===== src/rtl/axil_regfile_slave_pkg.sv =====
// Shared types for the AXI4-Lite register-file slave.
// AXIL_STRB_CHECK_EN (optional) makes partial-strobe writes fail with SLVERR.
package axil_pkg;

   localparam logic [1:0] RESP_OKAY   = 2'b00;
   localparam logic [1:0] RESP_SLVERR = 2'b10;
   localparam int         REG_IDX_W   = 4;

   typedef enum logic [1:0] {
      W_IDLE,
      W_COMMIT,
      W_RESP
   } wr_state_e;

   typedef enum logic [1:0] {
      R_IDLE,
      R_FETCH,
      R_RESP
   } rd_state_e;

   // Byte address beyond the register window.
   function automatic logic addr_err(
      input logic [31:0] addr,
      input int          reg_count
   );
      return addr >= 32'(4 * reg_count);
   endfunction

endpackage


===== src/rtl/axil_regfile_slave_if.sv =====
// AXI4-Lite bus bundle between host interconnect and register-file slave.
// AXIL_STRB_CHECK_EN does not change this interface.
interface axil_if #(
   parameter int AXI_ADDR_W = 8
);
   logic [AXI_ADDR_W-1:0] s_awaddr;
   logic                  s_awvalid;
   logic                  s_awready;
   logic [31:0]           s_wdata;
   logic [3:0]            s_wstrb;
   logic                  s_wvalid;
   logic                  s_wready;
   logic [1:0]            s_bresp;
   logic                  s_bvalid;
   logic                  s_bready;
   logic [AXI_ADDR_W-1:0] s_araddr;
   logic                  s_arvalid;
   logic                  s_arready;
   logic [31:0]           s_rdata;
   logic [1:0]            s_rresp;
   logic                  s_rvalid;
   logic                  s_rready;

   modport master (
      output s_awaddr, s_awvalid, s_wdata, s_wstrb, s_wvalid,
      output s_bready, s_araddr, s_arvalid, s_rready,
      input  s_awready, s_wready, s_bresp, s_bvalid,
      input  s_arready, s_rdata, s_rresp, s_rvalid
   );

   modport slave (
      input  s_awaddr, s_awvalid, s_wdata, s_wstrb, s_wvalid,
      input  s_bready, s_araddr, s_arvalid, s_rready,
      output s_awready, s_wready, s_bresp, s_bvalid,
      output s_arready, s_rdata, s_rresp, s_rvalid
   );

endinterface


===== src/rtl/axil_regfile_slave_wr_channel.sv =====
// AW/W capture and write FSM driving the register-file write port.
// With AXIL_STRB_CHECK_EN defined, any wstrb other than 4'hF is rejected.
module axil_wr_channel
   import axil_pkg::*;
#(
   parameter int AXI_ADDR_W = 8,
   parameter int REG_COUNT  = 16
) (
   input  logic                  clk_i,
   input  logic                  reset_i,
   input  logic [AXI_ADDR_W-1:0] awaddr_i,
   input  logic                  awvalid_i,
   output logic                  awready_o,
   input  logic [31:0]           wdata_i,
   input  logic [3:0]            wstrb_i,
   input  logic                  wvalid_i,
   output logic                  wready_o,
   output logic [1:0]            bresp_o,
   output logic                  bvalid_o,
   input  logic                  bready_i,
   output logic [REG_IDX_W-1:0]  write_addr_o,
   output logic [31:0]           write_data_o,
   output logic                  write_en_o
);

   wr_state_e             state_q, state_d;
   logic                  aw_held_q, w_held_q;
   logic [AXI_ADDR_W-1:0] awaddr_q;
   logic [31:0]           wdata_q;
   logic [1:0]            bresp_q;
   logic                  aw_hs, w_hs;
   logic                  aw_have, w_have;
   logic                  err;
   logic                  strb_err;

   assign awready_o = ~reset_i & (state_q == W_IDLE) & ~aw_held_q;
   assign wready_o  = ~reset_i & (state_q == W_IDLE) & ~w_held_q;

   assign aw_hs   = awvalid_i & awready_o;
   assign w_hs    = wvalid_i & wready_o;
   assign aw_have = aw_held_q | aw_hs;
   assign w_have  = w_held_q | w_hs;

`ifdef AXIL_STRB_CHECK_EN
   logic [3:0] wstrb_q;

   always_ff @(posedge clk_i or posedge reset_i) begin
      if (reset_i) begin
         wstrb_q <= '0;
      end else if (w_hs) begin
         wstrb_q <= wstrb_i;
      end
   end

   assign strb_err = (wstrb_q != 4'hF);
`else
   logic [3:0] unused_wstrb;

   assign unused_wstrb = wstrb_i;
   assign strb_err     = 1'b0;
`endif

   assign err = addr_err(32'(awaddr_q), REG_COUNT) | strb_err;

   always_comb begin
      state_d = state_q;
      unique case (state_q)
         W_IDLE:   if (aw_have && w_have) state_d = W_COMMIT;
         W_COMMIT: state_d = W_RESP;
         W_RESP:   if (bready_i) state_d = W_IDLE;
         default:  state_d = W_IDLE;
      endcase
   end

   // Held flags drop as soon as the pair moves on to commit.
   always_ff @(posedge clk_i or posedge reset_i) begin
      if (reset_i) begin
         state_q   <= W_IDLE;
         aw_held_q <= 1'b0;
         w_held_q  <= 1'b0;
         awaddr_q  <= '0;
         wdata_q   <= '0;
         bresp_q   <= RESP_OKAY;
      end else begin
         state_q   <= state_d;
         aw_held_q <= (state_d == W_IDLE) & aw_have;
         w_held_q  <= (state_d == W_IDLE) & w_have;
         if (aw_hs) begin
            awaddr_q <= awaddr_i;
         end
         if (w_hs) begin
            wdata_q <= wdata_i;
         end
         if (state_q == W_COMMIT) begin
            bresp_q <= err ? RESP_SLVERR : RESP_OKAY;
         end
      end
   end

   assign bvalid_o     = (state_q == W_RESP);
   assign bresp_o      = bresp_q;
   assign write_addr_o = awaddr_q[5:2];
   assign write_data_o = wdata_q;
   assign write_en_o   = (state_q == W_COMMIT) & ~err;

endmodule


===== src/rtl/axil_regfile_slave.sv =====
// AXI4-Lite slave front end for the 16 x 32-bit config register file.
// Define AXIL_STRB_CHECK_EN to reject writes whose wstrb is not 4'hF.
module axil_regfile_slave
   import axil_pkg::*;
#(
   parameter int AXI_ADDR_W = 8,
   parameter int REG_COUNT  = 16
) (
   input  logic                 clk,
   input  logic                 reset,
   axil_if.slave                s,
   output logic [REG_IDX_W-1:0] write_addr,
   output logic [31:0]          write_data,
   output logic                 write_en,
   output logic [REG_IDX_W-1:0] read_addr,
   input  logic [31:0]          read_data
);

   axil_wr_channel #(
      .AXI_ADDR_W (AXI_ADDR_W),
      .REG_COUNT  (REG_COUNT)
   ) u_wr (
      .clk_i        (clk),
      .reset_i      (reset),
      .awaddr_i     (s.s_awaddr),
      .awvalid_i    (s.s_awvalid),
      .awready_o    (s.s_awready),
      .wdata_i      (s.s_wdata),
      .wstrb_i      (s.s_wstrb),
      .wvalid_i     (s.s_wvalid),
      .wready_o     (s.s_wready),
      .bresp_o      (s.s_bresp),
      .bvalid_o     (s.s_bvalid),
      .bready_i     (s.s_bready),
      .write_addr_o (write_addr),
      .write_data_o (write_data),
      .write_en_o   (write_en)
   );

   rd_state_e             rstate_q, rstate_d;
   logic [AXI_ADDR_W-1:0] araddr_q;
   logic [31:0]           rdata_q;
   logic [1:0]            rresp_q;
   logic                  ar_hs;
   logic                  ar_err;

   assign s.s_arready = ~reset & (rstate_q == R_IDLE);
   assign ar_hs       = s.s_arvalid & s.s_arready;
   assign ar_err      = addr_err(32'(araddr_q), REG_COUNT);

   always_comb begin
      rstate_d = rstate_q;
      unique case (rstate_q)
         R_IDLE:  if (ar_hs) rstate_d = R_FETCH;
         R_FETCH: rstate_d = R_RESP;
         R_RESP:  if (s.s_rready) rstate_d = R_IDLE;
         default: rstate_d = R_IDLE;
      endcase
   end

   // Sampling at the fetch edge returns the pre-write value on a collision.
   always_ff @(posedge clk or posedge reset) begin
      if (reset) begin
         rstate_q <= R_IDLE;
         araddr_q <= '0;
         rdata_q  <= '0;
         rresp_q  <= RESP_OKAY;
      end else begin
         rstate_q <= rstate_d;
         if (ar_hs) begin
            araddr_q <= s.s_araddr;
         end
         if (rstate_q == R_FETCH) begin
            rdata_q <= ar_err ? 32'h0 : read_data;
            rresp_q <= ar_err ? RESP_SLVERR : RESP_OKAY;
         end
      end
   end

   assign read_addr = araddr_q[5:2];
   assign s.s_rvalid = (rstate_q == R_RESP);
   assign s.s_rdata  = rdata_q;
   assign s.s_rresp  = rresp_q;

endmodule


===== src/flat_wrapper.sv =====
// flat-port wrapper written by rule: the top's interface ports become plain ports
module axil_regfile_slave_flat import axil_pkg::*;
#(
   parameter int AXI_ADDR_W = 8,
   parameter int REG_COUNT  = 16
)
  (clk, reset, write_addr, write_data, write_en, read_addr, read_data, s_s_awaddr, s_s_awvalid, s_s_wdata, s_s_wstrb, s_s_wvalid, s_s_bready, s_s_araddr, s_s_arvalid, s_s_rready, s_s_awready, s_s_wready, s_s_bresp, s_s_bvalid, s_s_arready, s_s_rdata, s_s_rresp, s_s_rvalid);
  axil_if #(.AXI_ADDR_W(AXI_ADDR_W)) s_i ();
  input  logic clk;
  input  logic reset;
  output logic [REG_IDX_W-1:0] write_addr;
  output logic [31:0] write_data;
  output logic write_en;
  output logic [REG_IDX_W-1:0] read_addr;
  input  logic [31:0] read_data;
  input wire logic [$bits(s_i.s_awaddr)-1:0] s_s_awaddr;
  input wire logic [$bits(s_i.s_awvalid)-1:0] s_s_awvalid;
  input wire logic [$bits(s_i.s_wdata)-1:0] s_s_wdata;
  input wire logic [$bits(s_i.s_wstrb)-1:0] s_s_wstrb;
  input wire logic [$bits(s_i.s_wvalid)-1:0] s_s_wvalid;
  input wire logic [$bits(s_i.s_bready)-1:0] s_s_bready;
  input wire logic [$bits(s_i.s_araddr)-1:0] s_s_araddr;
  input wire logic [$bits(s_i.s_arvalid)-1:0] s_s_arvalid;
  input wire logic [$bits(s_i.s_rready)-1:0] s_s_rready;
  output wire logic [$bits(s_i.s_awready)-1:0] s_s_awready;
  output wire logic [$bits(s_i.s_wready)-1:0] s_s_wready;
  output wire logic [$bits(s_i.s_bresp)-1:0] s_s_bresp;
  output wire logic [$bits(s_i.s_bvalid)-1:0] s_s_bvalid;
  output wire logic [$bits(s_i.s_arready)-1:0] s_s_arready;
  output wire logic [$bits(s_i.s_rdata)-1:0] s_s_rdata;
  output wire logic [$bits(s_i.s_rresp)-1:0] s_s_rresp;
  output wire logic [$bits(s_i.s_rvalid)-1:0] s_s_rvalid;
  assign s_i.s_awaddr = s_s_awaddr;
  assign s_i.s_awvalid = s_s_awvalid;
  assign s_i.s_wdata = s_s_wdata;
  assign s_i.s_wstrb = s_s_wstrb;
  assign s_i.s_wvalid = s_s_wvalid;
  assign s_i.s_bready = s_s_bready;
  assign s_i.s_araddr = s_s_araddr;
  assign s_i.s_arvalid = s_s_arvalid;
  assign s_i.s_rready = s_s_rready;
  assign s_s_awready = s_i.s_awready;
  assign s_s_wready = s_i.s_wready;
  assign s_s_bresp = s_i.s_bresp;
  assign s_s_bvalid = s_i.s_bvalid;
  assign s_s_arready = s_i.s_arready;
  assign s_s_rdata = s_i.s_rdata;
  assign s_s_rresp = s_i.s_rresp;
  assign s_s_rvalid = s_i.s_rvalid;
  axil_regfile_slave #(.AXI_ADDR_W(AXI_ADDR_W), .REG_COUNT(REG_COUNT)) u_core (.clk(clk), .reset(reset), .s(s_i), .write_addr(write_addr), .write_data(write_data), .write_en(write_en), .read_addr(read_addr), .read_data(read_data));
endmodule

===== config.mk =====
export PLATFORM = sky130hd
export DESIGN_NAME = axil_regfile_slave_flat
export DESIGN_NICKNAME = d
export VERILOG_FILES = /design/src/rtl/axil_regfile_slave_pkg.sv /design/src/rtl/axil_regfile_slave_if.sv /design/src/rtl/axil_regfile_slave_wr_channel.sv /design/src/rtl/axil_regfile_slave.sv /design/src/flat_wrapper.sv
export SDC_FILE = /design/constraint.sdc
export NUM_CORES = 1
export LEC_CHECK = 0
export BUFFER_PORTS_ARGS = -buffer_cell sky130_fd_sc_hd__buf_2
export CAP_MARGIN = 25
export CELL_PAD_IN_SITES_DETAIL_PLACEMENT = 0
export CELL_PAD_IN_SITES_GLOBAL_PLACEMENT = 1
export CORE_MARGIN = 4
export CORE_UTILIZATION = 37
export CTS_CLUSTER_DIAMETER = 30
export DETAILED_ROUTE_END_ITERATION = 8
export PLACE_DENSITY = 0.84
export SYNTH_ARGS = -nofsm -noshare
export SYNTH_HDL_FRONTEND = slang
export SYNTH_SLANG_ARGS = --single-unit

===== constraint.sdc =====
create_clock -name clk -period 7.1 [get_ports clk]
set_input_delay 1.065 -clock clk [delete_from_list [all_inputs] [get_ports clk]]
set_output_delay 1.065 -clock clk [all_outputs]
set_load 0.01 [all_outputs]

==> results.yml <==
detailed_routing:
  num_vias: 2290
  route.antenna.remaining_nets: 0
  finalWirelength_microns: 7270
  dr.first_iter.drc_count: 89
  drt_pass1_iterations: 4
  wl_per_cell_microns: 15.0
  detail_route.vias_per_cell: 4.72
  route.detailed.drc: 0
sta:
  maxClockFrequency_mhz: 368
  worst_slew_pin_slew_ns: 0.998
  period_share_pct: 38.3
  setup_viol: 0
  final_setup_margin_ns: 4.38
  fin_skew_ns: 0.0133
  period_minus_slack_ns: 2.72
  final-max-slew-violation-count: 0
  final_hold_viol_count: 0
  rsz0062_at_grt: "false"
  relSlewSlack_pct: 33.2
  final.setup.tns_ns: 0
job:
  cap_violations: 0
critical_path:
  timing.rr.end: "u_core.u_wr.write_data_o[18]"
  critical_path_class: "in2out"
  r2r_setup_slack_ns: 5.03
  worst_path_fanout_max: 7
  critical_path.reg2reg.startpoint: "u_core.u_wr.state_q[1]"
  critPathLaunchType: "input pin"
  worstSetupStartpoint: "reset"
  worstSetupEndpoint: "s_s_arready"
  worstPathArrival_ns: 1.65
  critPathRequiredTime_ns: 6.03
  r2r_cells: 3
  worst_setup_path_end_kind: "output pin"
hold_path:
  hp-class: "reg2reg"
  holdCritStartpoint: "u_core.u_wr.bresp_o[1]"
clocking:
  post_cts.resized_instances: 0
  clock_insertion_delay_worst_skew_ns: 0.34
  cts_tree: "yes"
  cts_setup_buffers: 0
  cts.sinks: 84
  clock_tree.root_cell: "clkbuf_8"
  clock_tree.buffer_depth: 2
  post_cts_hold_buffer_count: 0
  cts.htree.levels: 3
  worst_setup_hold_path_clk_slew_ns: 0.08
  cts_buffers: 9
layout:
  fillCellCount: 785
  multi_input_area_sq_um: 1100
  share_of_final_layout_standard_cells_stronger_than_drive_strength_1_pct: 60.5
  antennaDiodeCount: 0
  nNetsFinal: 463
  sequential_cell_area_sq_um: 2100
  layout.cells.non_filler: 485
  layout.core_utilization_pct: 50.6
  area_growth_pct: 32.1
power_and_ir_drop:
  finalPower_mw: 1.77
  p_leak_nw: 2.40
  power.ir.vdd_worst_v: 0.000147
  power_density_nw_per_um2: 399
place:
  port-buffer-count: 162
  gp_routability_congestion: 0.715
  placed_cells_incl_taps: 469
  place_worst_setup_slack_ns: 4.34
  dp.final_hpwl_microns: 5400
yosys:
  synth_ff_type: "dfrtp_1"
  synthArstFlopShare_pct: 100
  synth_area_leaders: "dfrtp_1 (63%), mux2_4 (13%), a22o_1 (8.4%), mux2_2 (4.7%), buf_4 (2.2%)"
  post_synth_num_cell_types: 29
  synthCells: 217
  syn_area_sq_um: 3350
  post-synth-top-area-cell: "dfrtp_1"
  yosysWarningCount: 0
  synth-seq-area-share_pct: 62.7
  synth_edf_count: 0
  postSynthAreaPerCell_sq_um: 15.5
  yosys_register_bits: 84
  synth_largest_type_area_fraction_pct: 62.7
floorplanning:
  die-width_microns: 103
  die_area_sq_um: 10700
  core-area_sq_um: 8760
  rows: 34
  floorplan.initialDensity_pct: 38.3
  die_y_microns: 103
  io_pins: 173
run_status:
  status: "complete, no violations"
global_routing:
  groute.usage.overall_pct: 13.6
  wire_length_of_the_first_global_routing_pass_microns: 11300
  grt.overflow.total: 0
  first_global_vias: 2331
  grt_start_max_net_pins: 46
  antenna_found_initial: 0
## sequential cells by signal (all words and copies together) (netlist names), 2 cells and up
name / flops
u_core.s.s_rdata: 32
u_core.rstate_q: 2
u_core.u_wr.write_data_o: 32
u_core.u_wr.awaddr_q: 6
u_core.u_wr.state_q: 2
u_core.araddr_q: 6
## placed cells by master, fill, tap and decap left out, types with 2 or more instances in the layout
master	synthesis	layout
clkinv_4	0	2
nand2_1	3	3
dfrtp_1	84	84
o21ai_0	2	2
buf_2	5	162
nand2b_1	3	3
nor2_1	4	4
nor2b_1	3	3
conb_1	1	2
a21oi_1	2	2
mux2_4	30	30
buf_4	10	2
mux2_2	14	14
a22o_1	32	32
inv_1	4	3
bufinv_16	0	2
clkbuf_8	0	10
## metrics by stage
stage	hold WS, ns	cell area [sq um]
CTS	0.505	4430
finish	0.498	4430
global placement	0.475	4180
detailed placement	0.486	4210
global route	0.513	4430
floorplan	0.482	3360
## cells in the mapped netlist (2+ instances only)
library cell / number
nor2_1: 4
a21oi_1: 2
mux2_2: 14
nor2b_1: 3
mux2_4: 30
nand2_1: 3
o21ai_0: 2
buf_2: 5
buf_4: 10
a22o_1: 32
clkbuf_1: 4
nand2b_1: 3
dfrtp_1: 84
inv_1: 4
buf_6: 3
## cell type report
class / count / share of cell area [%]
clock buffer: 11 / 3.19
tap: 108 / 3.05
timing repair buffer: 165 / 19.3
clock inverter: 5 / 1.92
multi-input combinational: 108 / 24.8
inverter: 4 / 0.367
sequential: 84 / 47.4
## critical path: stages
cell and delay [ns]:
buf_2 0.16, nor3_1 0.24, buf_2 0.19
## kinds of logic (layout without fill, tap and decap cells)
family	count (synthesis)	after routing	share of synthesized area (%)
flip-flops	84	84	62.7
multiplexers	44	44	18.1
AO/OA/AOI/OAI	41	41	10.2
buffers and inverters	26	185	4.89
AND/OR/NAND/NOR	21	21	4.03
other	1	2	0.112
## layer usage
metal  GRT usage (%)  vias to the layer above  routed length [microns]
met5               0                        -                        0
met4            5.28                        0                       90
met3            3.55                        9                      595
met2            20.9                       96                     3360
met1            18.5                     1109                     3230
li1                -                     1076                        -
## power by group
part | internal, mW | leakage (nW) | switching, mW
sequential | 0.659 | 1.05 | 0.108
clock | 0.209 | 0.110 | 0.166
combinational | 0.357 | 1.24 | 0.271
## worst min path at each step
stage               cells after the start  slack (ns)                            to
finish                                  2        0.50        u_core.u_wr.bresp_o[1]
CTS                                     2        0.50        u_core.u_wr.bresp_o[1]
global route                            1        0.51  u_core.u_wr.write_data_o[22]
detailed placement                      1        0.49           u_core.s.s_rdata[9]
global placement                        2        0.47        u_core.u_wr.bresp_o[1]
floorplan                               1        0.48       u_core.u_wr.awaddr_q[6]
(Power assumes the default switching activity.)
